[src/rtl/rr_grant_enc4_pkg.sv]
// rr_grant_enc4 shared types and constants.
// Imported by the interface, the picker and the top.
package rr_pkg;

  localparam int NUM_REQ = 4;
  localparam int IDX_W   = 2;

  typedef enum logic {
    IDLE,
    GRANT
  } rr_state_t;

endpackage

[src/rtl/rr_grant_enc4_if.sv]
// Request/grant bundle between requesters and the encoder.
// slave is the encoder side, master the requester side.
interface rr_grant_enc4_if;
  import rr_pkg::*;

  logic [NUM_REQ-1:0] req;
  logic               done;
  logic [IDX_W-1:0]   gnt_idx;
  logic               gnt_valid;
  logic               timeout;

  modport master (
    output req, done,
    input  gnt_idx, gnt_valid, timeout
  );

  modport slave (
    input  req, done,
    output gnt_idx, gnt_valid, timeout
  );

endinterface

[src/rtl/rr_grant_enc4_pick4.sv]
// Round-robin picker: rotate by ptr, fixed-priority
// encode, then rotate the index back.
module rr_pick4
  import rr_pkg::*;
(
  input  logic [NUM_REQ-1:0] req_i,
  input  logic [IDX_W-1:0]   ptr_i,
  output logic [IDX_W-1:0]   idx_o,
  output logic               any_o
);

  logic [2*NUM_REQ-1:0] dbl;
  logic [NUM_REQ-1:0]   rot;
  logic [IDX_W-1:0]     enc;

  // rot[i] is the request sitting i places after ptr
  always_comb begin
    dbl = {req_i, req_i} >> ptr_i;
    rot = dbl[NUM_REQ-1:0];
  end

  // lowest rotated position wins
  always_comb begin
    enc = 2'd0;
    priority case (1'b1)
      rot[0]:  enc = 2'd0;
      rot[1]:  enc = 2'd1;
      rot[2]:  enc = 2'd2;
      rot[3]:  enc = 2'd3;
      default: enc = 2'd0;
    endcase
  end

  assign idx_o = enc + ptr_i;
  assign any_o = |req_i;

endmodule

[src/rtl/rr_grant_enc4.sv]
// Round-robin grant encoder with hold limit and a
// one-cycle bubble between grants.
module rr_grant_enc4
  import rr_pkg::*;
#(
  parameter int HOLD_MAX = 8
)(
  input logic          clk,
  input logic          rst_n,
  rr_grant_enc4_if.slave bus
);

  localparam int CNT_W = $clog2(HOLD_MAX);
  localparam logic [CNT_W-1:0] CNT_LAST =
    CNT_W'(HOLD_MAX - 1);
  localparam logic [CNT_W-1:0] CNT_SAT = '1;

  rr_state_t        state_q, state_d;
  logic [IDX_W-1:0] ptr_q, ptr_d;
  logic [IDX_W-1:0] idx_q, idx_d;
  logic             vld_q, vld_d;
  logic             to_q, to_d;
  logic [CNT_W-1:0] cnt_q, cnt_d;

  logic [IDX_W-1:0] pick_idx;
  logic             pick_any;
  logic             rel;

  rr_pick4 u_pick (
    .req_i (bus.req),
    .ptr_i (ptr_q),
    .idx_o (pick_idx),
    .any_o (pick_any)
  );

  // next state: grant on any request, release on
  // done, abandon or hold expiry (in that order)
  always_comb begin
    state_d = state_q;
    ptr_d   = ptr_q;
    idx_d   = idx_q;
    vld_d   = vld_q;
    cnt_d   = cnt_q;
    to_d    = 1'b0;
    rel     = 1'b0;
    unique case (state_q)
      IDLE: begin
        vld_d = 1'b0;
        if (pick_any) begin
          idx_d   = pick_idx;
          vld_d   = 1'b1;
          cnt_d   = '0;
          state_d = GRANT;
        end
      end
      GRANT: begin
        if (cnt_q != CNT_SAT)
          cnt_d = cnt_q + 1'b1;
        if (bus.done || !bus.req[idx_q]) begin
          rel = 1'b1;
        end else if (cnt_q == CNT_LAST) begin
          rel  = 1'b1;
          to_d = 1'b1;
        end
        if (rel) begin
          ptr_d   = idx_q + 1'b1;
          vld_d   = 1'b0;
          state_d = IDLE;
        end
      end
    endcase
  end

  // state and output registers
  always_ff @(posedge clk or negedge rst_n) begin
    if (!rst_n) begin
      state_q <= IDLE;
      ptr_q   <= '0;
      idx_q   <= '0;
      vld_q   <= 1'b0;
      to_q    <= 1'b0;
      cnt_q   <= '0;
    end else begin
      state_q <= state_d;
      ptr_q   <= ptr_d;
      idx_q   <= idx_d;
      vld_q   <= vld_d;
      to_q    <= to_d;
      cnt_q   <= cnt_d;
    end
  end

  assign bus.gnt_idx   = idx_q;
  assign bus.gnt_valid = vld_q;
  assign bus.timeout   = to_q;

endmodule
[src/flat_wrapper.sv]
// flat-port wrapper written by rule: the top's interface ports become plain ports
module rr_grant_enc4_flat import rr_pkg::*;
#(
  parameter int HOLD_MAX = 8
)
  (clk, rst_n, bus_req, bus_done, bus_gnt_idx, bus_gnt_valid, bus_timeout);
  rr_grant_enc4_if bus_i ();
  input logic clk;
  input logic rst_n;
  input wire logic [$bits(bus_i.req)-1:0] bus_req;
  input wire logic [$bits(bus_i.done)-1:0] bus_done;
  output wire logic [$bits(bus_i.gnt_idx)-1:0] bus_gnt_idx;
  output wire logic [$bits(bus_i.gnt_valid)-1:0] bus_gnt_valid;
  output wire logic [$bits(bus_i.timeout)-1:0] bus_timeout;
  assign bus_i.req = bus_req;
  assign bus_i.done = bus_done;
  assign bus_gnt_idx = bus_i.gnt_idx;
  assign bus_gnt_valid = bus_i.gnt_valid;
  assign bus_timeout = bus_i.timeout;
  rr_grant_enc4 #(.HOLD_MAX(HOLD_MAX)) u_core (.clk(clk), .rst_n(rst_n), .bus(bus_i));
endmodule
[config.mk]
export PLATFORM = sky130hd
export DESIGN_NAME = rr_grant_enc4_flat
export DESIGN_NICKNAME = d
export VERILOG_FILES = /design/src/rtl/rr_grant_enc4_pkg.sv /design/src/rtl/rr_grant_enc4_if.sv /design/src/rtl/rr_grant_enc4_pick4.sv /design/src/rtl/rr_grant_enc4.sv /design/src/flat_wrapper.sv
export SDC_FILE = /design/constraint.sdc
export NUM_CORES = 1
export LEC_CHECK = 0
export ABC_AREA = 1
export CORE_ASPECT_RATIO = 1.5
export CORE_MARGIN = 8
export CORE_UTILIZATION = 25
export DETAILED_ROUTE_END_ITERATION = 16
export MAX_ROUTING_LAYER = met4
export PLACE_DENSITY = 0.46
export SYNTH_ARGS = -nofsm -noshare
export SYNTH_HDL_FRONTEND = slang
export SYNTH_SLANG_ARGS = --single-unit
[constraint.sdc]
create_clock -name clk -period 3.43 [get_ports clk]
set_input_delay 0.5145 -clock clk [delete_from_list [all_inputs] [get_ports clk]]
set_output_delay 0.5145 -clock clk [all_outputs]
set_load 0.02 [all_outputs]
==> results.cfg <==
[pwr]
power.leakage_nw = 0.414
power_frac_comb = 0.539
pwr-share-clk = 0.141
pwr-share-seq = 0.320
swShare = 0.455
peakVddDrop_mv = 0.351
power_density_nw_per_um2 = 906
p_int_mw = 0.396
power.switching_mw = 0.331

[synthesis]
syn_avg_cell_area_um2 = 7.23
synth-edff-count = 0
postSynthCellCount = 89
ys_types = 20
synthesis.area_um2 = 643
synth_warnings = 0
ys_top_cells_by_count = nand2_1, nand3_1, inv_1
synth_top_area_frac = 0.389
yosysMostFrequentCell = nand2_1
ys_seq_elements = 10
synth.area.top_cells = dfrtp_1, nand2_1, nand3_1
async_flop_share = 1.00
synth_fp_nets = 99
ys_seq_area_frac = 0.389
yosys.area.top_type = dfrtp_1
ys.flop_type = dfrtp_1

[clock_network]
clock_path_buffers = 2
postCtsHoldBufs = 0
clkSinkCount = 10
cts_buffers = 3
cts-resized-gates = 0
clk-insertion-delay-late_ns = 0.26
clock-root-buffer = clkbuf_4
post-cts-setup-buffers = 0
clk_pin_slew_worst_paths_ns = 0.06
cts_tree = done
htreeDepth = 1

[min_path]
min-delay-start = u_core.cnt_q[0]
worstHoldPathCells = 1
hold_class = reg -> reg

[route]
ant_nets = 0
route.detailed.wl_per_inst_um = 11.7
wl_mm = 1.47
vias = 586
via_per_inst = 4.65
drt-initial-drc-count = 12
detail_route.first_pass.iterations = 4
drc = 0

[global_routing]
globalRoute.totalOverflow = 0
grt_pass1_vias = 599
grt_use_met1 = 0.0681
antenna_found_initial = 0
grt_max_degree = 11
grt_use_met3 = 0.0163
busiest_layer = met2
globalRouteTotalUtil = 0.0763
grt_pass1_wl_mm = 2.60
use_met2 = 0.138

[setup_path]
worst-setup-path-type = in -> reg
reg2reg_depth = 11
worst-path-max-fanout = 4
worst-endpoint-arrival_ns = 2.17
end_kind = flip-flop
worstReg2RegStart = u_core.ptr_q[0]
required_ns = 3.58
startpoint_type = input pin
crit_start = bus_req[2]

[floorplanning]
ios = 11
fp.dieH_um = 78.1
rows = 22
dieArea_um2 = 4480
die_x_um = 57.4
start_util = 0.263
core_um2 = 2450

[sta]
period_minus_slack_ns = 2.02
drv_slew = 0
skew_ns = 0.00223
rsz0062_at_grt = false
slew_headroom = 0.715
post-route-period-util = 0.588
fin_tns_setup_ns = 0
fmax_mhz = 495
final-setup-viol-count = 0
tightestPinTransition_ns = 0.426
hold_viol_final = 0

[layout]
final_area_um2 = 802
fill_cells = 281
finalNetCount = 113
register_area_um2 = 250
syn2layout_area_growth_pct = 24.7
diodes = 0
multiInputGateArea_um2 = 337
drive_gt1_frac = 0.0784

[placement]
port_buffers = 10
dpl_cell_area_um2 = 766
place_congestion = 0.708
dp_hpwl_mm = 1.22

[outcome]
run_status = finished, final reports clean

[flow_run]
cap_violations = 0
[final cells by class]
type	count	share of cell area
clock buffers	4	0.0452
multi-input cells	65	0.420
repair buffers	10	0.125
inverters	13	0.0608
well taps	24	0.0374
flip-flops and latches	10	0.312
[sequential cells by signal (all words and copies together) (netlist names)]
signal	flops
u_core.cnt_q	3
u_core.bus.gnt_idx	2
u_core.ptr_q	2
u_core.bus.gnt_valid	1
u_core.bus.timeout	1
u_core.state_q	1
[power by group through the flow]
stage               Clock [mW]  Combinational, mW  Sequential, mW
floorplan                    0              0.290           0.235
global placement             0              0.399           0.236
detailed placement           0              0.401           0.237
CTS                      0.110              0.403           0.235
global route             0.115              0.458           0.243
finish                   0.103              0.392           0.232
[per-stage QoR]
stage | cells | hold WS, ns | power, mW | util | setup slack (ns)
2_1_floorplan | 89 | 0.219 | 0.525 | - | 1.83
3_3_place_gp | 122 | 0.489 | 0.635 | 0.313 | 1.13
3_5_place_dp | 122 | 0.498 | 0.638 | 0.313 | 1.14
4_1_cts | 126 | 0.507 | 0.748 | 0.327 | 1.41
5_1_grt | 126 | 0.524 | 0.815 | 0.327 | 1.27
6_report | 126 | 0.507 | 0.727 | 0.327 | 1.41
[placed cells by master, fill, tap and decap left out, drive strengths merged]
cell type and n:
a21boi 1, a21oi 1, clkbuf 4, clkdlybuf4s50 10, clkinv 1, dfrtp 10
ha 3, inv 12, nand2 32, nand3 16, nand4 1, nor2 1
nor3 1, o211ai 1, o21ai 6, xnor2 1, xor2 1
[cell families (layout without fill, tap and decap cells)]
group           Yosys count  after routing  synth area share
flops                    10             10             0.389
simple gates             51             51             0.342
buf+inv                  14             27            0.0875
xor+xnor                  2              2            0.0272
compound gates            9              9            0.0953
fa+ha+maj                 3              3            0.0584
[layer usage]
layer / routed length (um) / vias to the layer above / share of wire
li1: - / 311 / -
met1: 596 / 265 / 0.41
met2: 817 / 8 / 0.56
met3: 35 / 2 / 0.024
met4: 21 / 0 / 0.014
met5: 0 / - / 0
[critical path, stage by stage]
cell	delay, ns
clkdlybuf4s50_1	0.51
nand2_1	0.13
nand3_1	0.08
nand2_1	0.09
nand3_1	0.07
a21boi_0	0.17
ha_1	0.19
xor2_1	0.18
nand3_1	0.10
nand3_1	0.08
nand2_1	0.05
[worst paths after layout]
check                                   endpoint  slack [ns]
max                        u_core.bus.gnt_idx[1]        1.41
max reg2reg                u_core.bus.gnt_idx[1]        1.67
min in group asynchronous         u_core.state_q        0.56
min                              u_core.cnt_q[0]        0.51
max in group asynchronous        u_core.ptr_q[1]        2.58
min reg2reg                      u_core.cnt_q[0]        0.51
No activity file was read; power rests on OpenSTA's default activity.
